$ cat config.mk
export PLATFORM = sky130hd
export DESIGN_NAME = pic_core_stk
export DESIGN_NICKNAME = d
export VERILOG_FILES = /design/src/rtl/pic_core_pkg.sv /design/src/rtl/pic_call_stack.sv /design/src/rtl/pic_core_stk.sv
export SDC_FILE = /design/constraint.sdc
export NUM_CORES = 1
export LEC_CHECK = 0
export ABC_AREA = 1
export BUFFER_PORTS_ARGS = -buffer_cell sky130_fd_sc_hd__buf_2
export CAP_MARGIN = 15
export CORE_ASPECT_RATIO = 0.8
export CORE_MARGIN = 2
export CORE_UTILIZATION = 26
export DETAILED_ROUTE_END_ITERATION = 16
export MAX_ROUTING_LAYER = met4
export PLACE_DENSITY = 0.41
export SYNTH_ARGS = -nofsm -noshare
export SYNTH_HDL_FRONTEND = slang
export SYNTH_SLANG_ARGS = --single-unit
$ cat constraint.sdc
create_clock -name clk -period 5.4 [get_ports clk]
set_clock_uncertainty 0.2 [all_clocks]
set_input_delay 0.27 -clock clk [delete_from_list [all_inputs] [get_ports clk]]
set_output_delay 0.27 -clock clk [all_outputs]
set_load 0.005 [all_outputs]
$ cat src/rtl/pic_core_pkg.sv
// pic_core_pkg: shared types and opcode fields for the pic_core_stk CPU.
// FSM states, ALU op codes, instruction-class/field constants, STATUS bits.
package pic_core_pkg;

    typedef enum logic [2:0] {
        S_FETCH,
        S_INC,
        S_LOAD,
        S_EXEC,
        S_SLEEP
    } state_t;

    typedef enum logic [3:0] {
        ALU_ADD,
        ALU_SUB,
        ALU_AND,
        ALU_IOR,
        ALU_XOR,
        ALU_PASS,
        ALU_INC,
        ALU_DEC,
        ALU_CLR,
        ALU_COM
    } alu_op_t;

    // instruction class, ir[13:12]
    localparam logic [1:0] CLS_FILE = 2'b00;
    localparam logic [1:0] CLS_BIT  = 2'b01;
    localparam logic [1:0] CLS_BRA  = 2'b10;
    localparam logic [1:0] CLS_LIT  = 2'b11;

    // byte-file ops, ir[11:8]
    localparam logic [3:0] F_MISC   = 4'h0;
    localparam logic [3:0] F_CLR    = 4'h1;
    localparam logic [3:0] F_SUBWF  = 4'h2;
    localparam logic [3:0] F_DECF   = 4'h3;
    localparam logic [3:0] F_IORWF  = 4'h4;
    localparam logic [3:0] F_ANDWF  = 4'h5;
    localparam logic [3:0] F_XORWF  = 4'h6;
    localparam logic [3:0] F_ADDWF  = 4'h7;
    localparam logic [3:0] F_MOVF   = 4'h8;
    localparam logic [3:0] F_COMF   = 4'h9;
    localparam logic [3:0] F_INCF   = 4'hA;
    localparam logic [3:0] F_DECFSZ = 4'hB;
    localparam logic [3:0] F_INCFSZ = 4'hF;

    // bit ops, ir[11:10]
    localparam logic [1:0] B_BCF   = 2'b00;
    localparam logic [1:0] B_BSF   = 2'b01;
    localparam logic [1:0] B_BTFSC = 2'b10;
    localparam logic [1:0] B_BTFSS = 2'b11;

    // literal ops, ir[11:8]
    localparam logic [3:0] L_IORLW = 4'h8;
    localparam logic [3:0] L_ANDLW = 4'h9;
    localparam logic [3:0] L_XORLW = 4'hA;

    // F_MISC low byte
    localparam logic [7:0] LO_RETURN = 8'h08;
    localparam logic [7:0] LO_SLEEP  = 8'h63;

    // STATUS bit indices
    localparam int ST_Z = 0;
    localparam int ST_C = 1;

endpackage

$ cat src/rtl/pic_call_stack.sv
// pic_call_stack: circular return-address stack with sticky overflow/underflow.
// Ports: clk, reset (async active-low), push/pop, din/dout, ovf/unf flags.
module pic_call_stack
    import pic_core_pkg::*;
#(
    parameter int PC_W        = 11,
    parameter int STACK_DEPTH = 8
) (
    input  logic            clk,
    input  logic            reset,
    input  logic            push,
    input  logic            pop,
    input  logic [PC_W-1:0] din,
    output logic [PC_W-1:0] dout,
    output logic            ovf,
    output logic            unf
);

    localparam int SP_W = $clog2(STACK_DEPTH);
    localparam logic [SP_W-1:0] SP_ONE = 1;
    localparam logic [SP_W:0]   CNT_ONE = 1;
    localparam logic [SP_W:0]   CNT_FULL = STACK_DEPTH;

    logic [PC_W-1:0] mem [STACK_DEPTH];
    logic [SP_W-1:0] sp;
    logic [SP_W-1:0] sp_dec;
    logic [SP_W:0]   cnt;

    assign sp_dec = sp - SP_ONE;
    // pop on empty still reads the wrapped slot
    assign dout   = mem[sp_dec];

    always_ff @(posedge clk or negedge reset) begin
        if (!reset) begin
            for (int i = 0; i < STACK_DEPTH; i++) mem[i] <= '0;
            sp  <= '0;
            cnt <= '0;
            ovf <= 1'b0;
            unf <= 1'b0;
        end else if (push) begin
            mem[sp] <= din;
            sp      <= sp + SP_ONE;
            // full: oldest entry is overwritten, depth stays saturated
            if (cnt == CNT_FULL) ovf <= 1'b1;
            else                 cnt <= cnt + CNT_ONE;
        end else if (pop) begin
            sp <= sp_dec;
            if (cnt == '0) unf <= 1'b1;
            else           cnt <= cnt - CNT_ONE;
        end
    end

endmodule

$ cat src/rtl/pic_core_stk.sv
// pic_core_stk: 4-clock multicycle PIC-style CPU with call stack and {C,Z}.
// Ports: clk, reset (async active-low), rom_addr/rom_data, ram_addr/ram_rdata/
// ram_wdata/ram_we, w_q, status {C,Z}, stk_ovf, stk_unf, wake.
// Optional: define PIC_CORE_SLEEP_EN to enable SLEEP / S_SLEEP / wake.
module pic_core_stk
    import pic_core_pkg::*;
#(
    parameter int DATA_W      = 8,
    parameter int PC_W        = 11,
    parameter int RAM_AW      = 7,
    parameter int STACK_DEPTH = 8
) (
    input  logic              clk,
    input  logic              reset,
    output logic [PC_W-1:0]   rom_addr,
    input  logic [13:0]       rom_data,
    output logic [RAM_AW-1:0] ram_addr,
    input  logic [DATA_W-1:0] ram_rdata,
    output logic [DATA_W-1:0] ram_wdata,
    output logic              ram_we,
    output logic [DATA_W-1:0] w_q,
    output logic [1:0]        status,
    output logic              stk_ovf,
    output logic              stk_unf,
    input  logic              wake
);

    localparam logic [PC_W-1:0]   PC_ONE = 1;
    localparam logic [DATA_W-1:0] D_ONE  = 1;

    state_t          state_q, state_d;
    logic [PC_W-1:0] pc_q, mar_q, stk_dout;
    logic [13:0]     ir_q;
    logic            ex;

    alu_op_t op;
    logic    use_lit, wr_w, wr_ram, upd_z, upd_c;
    logic    bit_set, bit_clr, skip_z, skip_bc, skip_bs;
    logic    do_goto, do_call, do_ret, do_retlw, do_movwf;
`ifdef PIC_CORE_SLEEP_EN
    logic    do_sleep;
`else
    logic    unused_wake;
    assign unused_wake = wake;
`endif

    logic [DATA_W-1:0] lit, a, res, mask;
    logic [DATA_W:0]   sum;
    logic              cout, res_zero, bitv, skip;

    assign ex       = (state_q == S_EXEC);
    assign rom_addr = mar_q;
    assign ram_addr = ir_q[RAM_AW-1:0];
    assign lit      = DATA_W'(ir_q[7:0]);

    // decode
    always_comb begin
        op       = ALU_PASS;
        use_lit  = 1'b0;
        wr_w     = 1'b0;
        wr_ram   = 1'b0;
        upd_z    = 1'b0;
        upd_c    = 1'b0;
        bit_set  = 1'b0;
        bit_clr  = 1'b0;
        skip_z   = 1'b0;
        skip_bc  = 1'b0;
        skip_bs  = 1'b0;
        do_goto  = 1'b0;
        do_call  = 1'b0;
        do_ret   = 1'b0;
        do_retlw = 1'b0;
        do_movwf = 1'b0;
`ifdef PIC_CORE_SLEEP_EN
        do_sleep = 1'b0;
`endif
        unique case (ir_q[13:12])
            CLS_FILE: begin
                wr_w   = !ir_q[7];
                wr_ram = ir_q[7];
                upd_z  = 1'b1;
                case (ir_q[11:8])
                    F_MISC: begin
                        upd_z    = 1'b0;
                        wr_w     = 1'b0;
                        do_movwf = ir_q[7];
                        do_ret   = (ir_q[7:0] == LO_RETURN);
`ifdef PIC_CORE_SLEEP_EN
                        do_sleep = (ir_q[7:0] == LO_SLEEP);
`endif
                    end
                    F_CLR:   op = ALU_CLR;
                    F_SUBWF: begin op = ALU_SUB; upd_c = 1'b1; end
                    F_DECF:  op = ALU_DEC;
                    F_IORWF: op = ALU_IOR;
                    F_ANDWF: op = ALU_AND;
                    F_XORWF: op = ALU_XOR;
                    F_ADDWF: begin op = ALU_ADD; upd_c = 1'b1; end
                    F_MOVF:  op = ALU_PASS;
                    F_COMF:  op = ALU_COM;
                    F_INCF:  op = ALU_INC;
                    F_DECFSZ: begin
                        op = ALU_DEC; upd_z = 1'b0; skip_z = 1'b1;
                    end
                    F_INCFSZ: begin
                        op = ALU_INC; upd_z = 1'b0; skip_z = 1'b1;
                    end
                    default: begin
                        wr_w = 1'b0; wr_ram = 1'b0; upd_z = 1'b0;
                    end
                endcase
            end
            CLS_BIT: begin
                unique case (ir_q[11:10])
                    B_BCF:   begin bit_clr = 1'b1; wr_ram = 1'b1; end
                    B_BSF:   begin bit_set = 1'b1; wr_ram = 1'b1; end
                    B_BTFSC: skip_bc = 1'b1;
                    B_BTFSS: skip_bs = 1'b1;
                endcase
            end
            CLS_BRA: begin
                do_goto = ir_q[11];
                do_call = !ir_q[11];
            end
            CLS_LIT: begin
                use_lit = 1'b1;
                wr_w    = 1'b1;
                upd_z   = 1'b1;
                case (ir_q[11:8])
                    4'h0, 4'h1, 4'h2, 4'h3: begin
                        op = ALU_PASS; upd_z = 1'b0;
                    end
                    4'h4, 4'h5, 4'h6, 4'h7: begin
                        do_retlw = 1'b1; wr_w = 1'b0; upd_z = 1'b0;
                    end
                    L_IORLW: op = ALU_IOR;
                    L_ANDLW: op = ALU_AND;
                    L_XORLW: op = ALU_XOR;
                    4'hC, 4'hD: begin op = ALU_SUB; upd_c = 1'b1; end
                    4'hE, 4'hF: begin op = ALU_ADD; upd_c = 1'b1; end
                    default: begin wr_w = 1'b0; upd_z = 1'b0; end
                endcase
            end
        endcase
    end

    // ALU; subtraction is operand minus W, C = no borrow
    assign a = use_lit ? lit : ram_rdata;

    always_comb begin
        sum  = '0;
        cout = 1'b0;
        case (op)
            ALU_ADD: begin
                sum  = {1'b0, a} + {1'b0, w_q};
                cout = sum[DATA_W];
            end
            ALU_SUB: begin
                sum  = {1'b0, a} - {1'b0, w_q};
                cout = !sum[DATA_W];
            end
            ALU_AND:  sum = {1'b0, a & w_q};
            ALU_IOR:  sum = {1'b0, a | w_q};
            ALU_XOR:  sum = {1'b0, a ^ w_q};
            ALU_INC:  sum = {1'b0, a + D_ONE};
            ALU_DEC:  sum = {1'b0, a - D_ONE};
            ALU_CLR:  sum = '0;
            ALU_COM:  sum = {1'b0, ~a};
            default:  sum = {1'b0, a};
        endcase
    end

    assign res      = sum[DATA_W-1:0];
    assign res_zero = (res == '0);
    assign mask     = D_ONE << ir_q[9:7];
    assign bitv     = |(ram_rdata & mask);
    assign skip     = (skip_z & res_zero) | (skip_bc & !bitv)
                    | (skip_bs & bitv);

    always_comb begin
        ram_wdata = res;
        if (do_movwf)     ram_wdata = w_q;
        else if (bit_set) ram_wdata = ram_rdata | mask;
        else if (bit_clr) ram_wdata = ram_rdata & ~mask;
    end

    assign ram_we = ex & wr_ram;

    // FSM
    always_ff @(posedge clk or negedge reset) begin
        if (!reset) state_q <= S_FETCH;
        else        state_q <= state_d;
    end

    always_comb begin
        state_d = state_q;
        unique case (state_q)
            S_FETCH: state_d = S_INC;
            S_INC:   state_d = S_LOAD;
            S_LOAD:  state_d = S_EXEC;
`ifdef PIC_CORE_SLEEP_EN
            S_EXEC:  state_d = do_sleep ? S_SLEEP : S_FETCH;
            S_SLEEP: state_d = wake ? S_FETCH : S_SLEEP;
`else
            S_EXEC:  state_d = S_FETCH;
`endif
            default: state_d = S_FETCH;
        endcase
    end

    // datapath registers
    always_ff @(posedge clk or negedge reset) begin
        if (!reset) begin
            pc_q   <= '0;
            mar_q  <= '0;
            ir_q   <= '0;
            w_q    <= '0;
            status <= '0;
        end else begin
            if (state_q == S_FETCH) mar_q <= pc_q;
            if (state_q == S_INC)   pc_q  <= pc_q + PC_ONE;
            if (state_q == S_LOAD)  ir_q  <= rom_data;
            if (ex) begin
                if (wr_w)     w_q <= res;
                if (do_retlw) w_q <= lit;
                if (upd_z)    status[ST_Z] <= res_zero;
                if (upd_c)    status[ST_C] <= cout;
                if (do_goto | do_call)      pc_q <= ir_q[PC_W-1:0];
                else if (do_ret | do_retlw) pc_q <= stk_dout;
                else if (skip)              pc_q <= pc_q + PC_ONE;
            end
        end
    end

    pic_call_stack #(
        .PC_W        (PC_W),
        .STACK_DEPTH (STACK_DEPTH)
    ) u_stack (
        .clk   (clk),
        .reset (reset),
        .push  (ex & do_call),
        .pop   (ex & (do_ret | do_retlw)),
        .din   (pc_q),
        .dout  (stk_dout),
        .ovf   (stk_ovf),
        .unf   (stk_unf)
    );

endmodule

==> flow_summary_export.csv <==
group,metric,value,unit
routing,detail_route.wirelength,31.1,mm
clock_network,clock_latency_late_sink,430,ps
worst_setup_path,worstRegToRegCells,27,
cells_and_area,antennaDiodeCount,0,
routing,viasPerCell,4.74,
global_route,grt_first_pass_wirelength,50.0,mm
die,floorplan.initialDensity,26.5,%
hold_path,hold-path-cell-count,1,
clock_network,numClockSinks,145,
global_route,grt_overflow,0,
die,io-pin-count,64,
hold_path,holdCritPathClass,"register to register",
clock_network,cts_tree,"yes",
power_and_ir_drop,total_leakage_power,5.38,nW
sta,layout_min_cycle_time,4850,ps
cells_and_area,final_layout_size_suffix_gt1_share,11.8,%
worst_setup_path,cp_max_fo,11,
routing,starting_drt_drc_count,683,
sta,max_slew_margin,30.6,%
sta,timing_max_transition_violations_final,0,
power_and_ir_drop,power-per-cell-area,456,nW/um^2
sta,rsz_0062_raised_after_global_routing,"no",
sta,post-route-worst-setup-slack,553,ps
routing,drt-wirelength-per-cell,16.8,um
synth,unique_cell_type_count_in_the_yosys_netlist,43,
clock_network,cts_htree_levels,4,
sta,totalNegativeSetupSlack,0,ps
synth,synth_async_sr_flop_share,100,%
synth,ys.warnings.count,0,
synth,sequential_cell_area_fraction_in_the_yosys_report,37.9,%
die,num_rows,62,
die,die_width,219,um
worst_setup_path,capturing_element_type_of_the_critical_path,"output pin",
sta,min_period_over_period,89.8,%
die,chipHeight,176,um
global_route,grt_pass1_vias,8362,
synth,synthesis.area_per_instance,7.25,um^2
global_route,grt_start_max_net_pins,99,
status,status,"completed",
die,core_area,36100,um^2
clock_network,hold_buffers,15,
synth,netlist_instances,1321,
sta,timing.final.hold_violations,0,
routing,drcViolationCount,0,
sta,worst_hold_slack,263,ps
routing,route.antenna.remaining_nets,0,
clock_network,number_of_gates_given_a_new_drive_strength_after_cts,0,
cells_and_area,highest_count_cells_in_the_layout_ignoring_fill_and_taps,"sky130_fd_sc_hd__nand2_1 (323), sky130_fd_sc_hd__o21ai_0 (165), sky130_fd_sc_hd__dfrtp_1 (145), sky130_fd_sc_hd__nor2_1 (140), sky130_fd_sc_hd__inv_1 (111)",
sta,fmax,0.206,GHz
clock_network,worst_setup_hold_path_clk_slew,70,ps
global_route,grt_antenna_before_repair,0,
worst_setup_path,critical_path_arrival,4380,ps
placed_design,portBuffers,62,
cells_and_area,layout_commonest_cell,"sky130_fd_sc_hd__nand2_1",
power_and_ir_drop,ir_worst_vdd,0.000252,V
cells_and_area,utilization,30.7,%
placed_design,dp_worst_setup_slack,632,ps
cells_and_area,synthToLayoutAreaGrowth,15.6,%
cells_and_area,post_layout_nets,1433,
die,design.die.area,38400,um^2
synth,synth_flop_cell,"sky130_fd_sc_hd__dfrtp_1",
sta,worst_slew_pin_slew,1040,ps
routing,dr.pass1.iters,6,
job,cap_violations,0,
placed_design,hpwl,22.1,mm
clock_network,cts_inserted_buffers,17,
routing,total_number_of_vias,8777,
clock_network,cts_buffer_depth,2,
worst_setup_path,crit_type,"register to output pin",
synth,synthesis.nets,1395,
clock_network,clockRootBuffer,"sky130_fd_sc_hd__clkbuf_16",
global_route,global_route.usage.total,17.3,%
worst_setup_path,cp.required,4930,ps
placed_design,globalplace.congestion,0.854,
sta,finalSetupViolations,0,
worst_setup_path,worst_setup_path_start_kind,"register",
synth,number_of_flops_mapped_to_enable_cells_by_yosys,0,
synth,syn-cell-area,9580,um^2
synth,yosys_register_bits,145,
clock_network,cts.repair_timing.setup_buffer_count,0,
-- metrics by stage --
step / power, mW / instances / area (um^2)
finish: 5.05 / 1852 / 11100
floorplan: 3.10 / 1321 / 9580
CTS: 5.09 / 1849 / 11000
global placement: 3.82 / 1802 / 10300
detailed placement: 3.81 / 1802 / 10300
global route: 5.47 / 1852 / 11100
-- metal layers --
layer,share of wire [%],up-vias,GRT usage (%)
met5,0,-,-
met4,0.77,0,2.89
met3,3.3,21,2.46
met2,41,161,23.7
met1,55,4151,26.9
li1,-,4444,-
-- flip-flops by register name, summed over array words and instances, names as in the netlist --
register	flops
rom_addr	11
pc_q	11
u_stack.ovf	1
w_q	8
u_stack.sp	3
ir_q	14
status	2
u_stack.mem	88
u_stack.unf	1
u_stack.cnt	4
state_q	2
-- final timing paths --
check,startpoint,end,slack (ps)
min reg2reg,u_stack.unf,u_stack.unf,260
max in group asynchronous,reset,w_q[2],3510
min in group asynchronous,reset,rom_addr[5],270
min,u_stack.unf,u_stack.unf,260
max,ir_q[11],ram_wdata[7],550
max reg2reg,ir_q[11],pc_q[4],580
-- area by class of cell --
class                      instances  area, um^2
multi-input combinational        980        5170
inverter                         120         450
fill                            3972       25000
clock buffer                      20         447
sequential                       145        3630
tap                              480         601
timing repair buffer              95         624
clock inverter                    12         158
-- kinds of logic (layout without fill, tap and decap cells) --
group	Yosys count	in the layout	synth area share [%]
AOI/OAI and AO/OA	289	289	16.7
xor gates and xnor gates	28	28	2.56
adders and majority gates	49	49	6.72
buffers and inverters	196	247	8.17
DFF	145	145	37.9
muxes	11	11	1.29
and+or+nand+nor	603	603	26.6
-- critical path, cell delays in order, from the launching register on --
cell	delay, ps
sky130_fd_sc_hd__dfrtp_1	550
sky130_fd_sc_hd__inv_1	230
sky130_fd_sc_hd__nor2_1	280
sky130_fd_sc_hd__nand2_2	110
sky130_fd_sc_hd__nand3_1	90
sky130_fd_sc_hd__nand2_1	80
sky130_fd_sc_hd__nand2_2	140
sky130_fd_sc_hd__nand3_1	150
sky130_fd_sc_hd__nor2_2	380
sky130_fd_sc_hd__ha_1	290
sky130_fd_sc_hd__nand2_1	100
sky130_fd_sc_hd__nor2_1	100
sky130_fd_sc_hd__nand2_1	70
sky130_fd_sc_hd__nand3_1	70
sky130_fd_sc_hd__nand2_1	70
sky130_fd_sc_hd__a21oi_1	170
sky130_fd_sc_hd__nand3b_1	130
sky130_fd_sc_hd__nand3_1	80
sky130_fd_sc_hd__nand3_1	130
sky130_fd_sc_hd__nand2_1	150
sky130_fd_sc_hd__inv_1	100
sky130_fd_sc_hd__nand2_1	50
sky130_fd_sc_hd__a31oi_1	230
sky130_fd_sc_hd__buf_2	170
-- Yosys cell counts (13+ instances only) --
cell type	number	share of area [%]
sky130_fd_sc_hd__a31oi_1	13	0.85
sky130_fd_sc_hd__xor2_1	23	2.1
sky130_fd_sc_hd__ha_1	45	5.9
sky130_fd_sc_hd__a21oi_1	62	3.2
sky130_fd_sc_hd__o21ai_0	165	8.6
sky130_fd_sc_hd__dfrtp_1	145	38
sky130_fd_sc_hd__nand3_1	64	3.3
sky130_fd_sc_hd__nand2_1	323	13
sky130_fd_sc_hd__inv_1	111	4.4
sky130_fd_sc_hd__nand4_1	28	1.8
sky130_fd_sc_hd__o32ai_1	22	2.0
sky130_fd_sc_hd__nor2_1	140	5.5
sky130_fd_sc_hd__clkbuf_1	62	2.4
-- power breakdown --
group	internal [mW]	switching, mW	leakage [nW]
Combinational	0.838	1.40	3.22
Clock	0.742	0.508	0.298
Sequential	1.35	0.211	1.87
No activity file was read; power rests on OpenSTA's default activity.
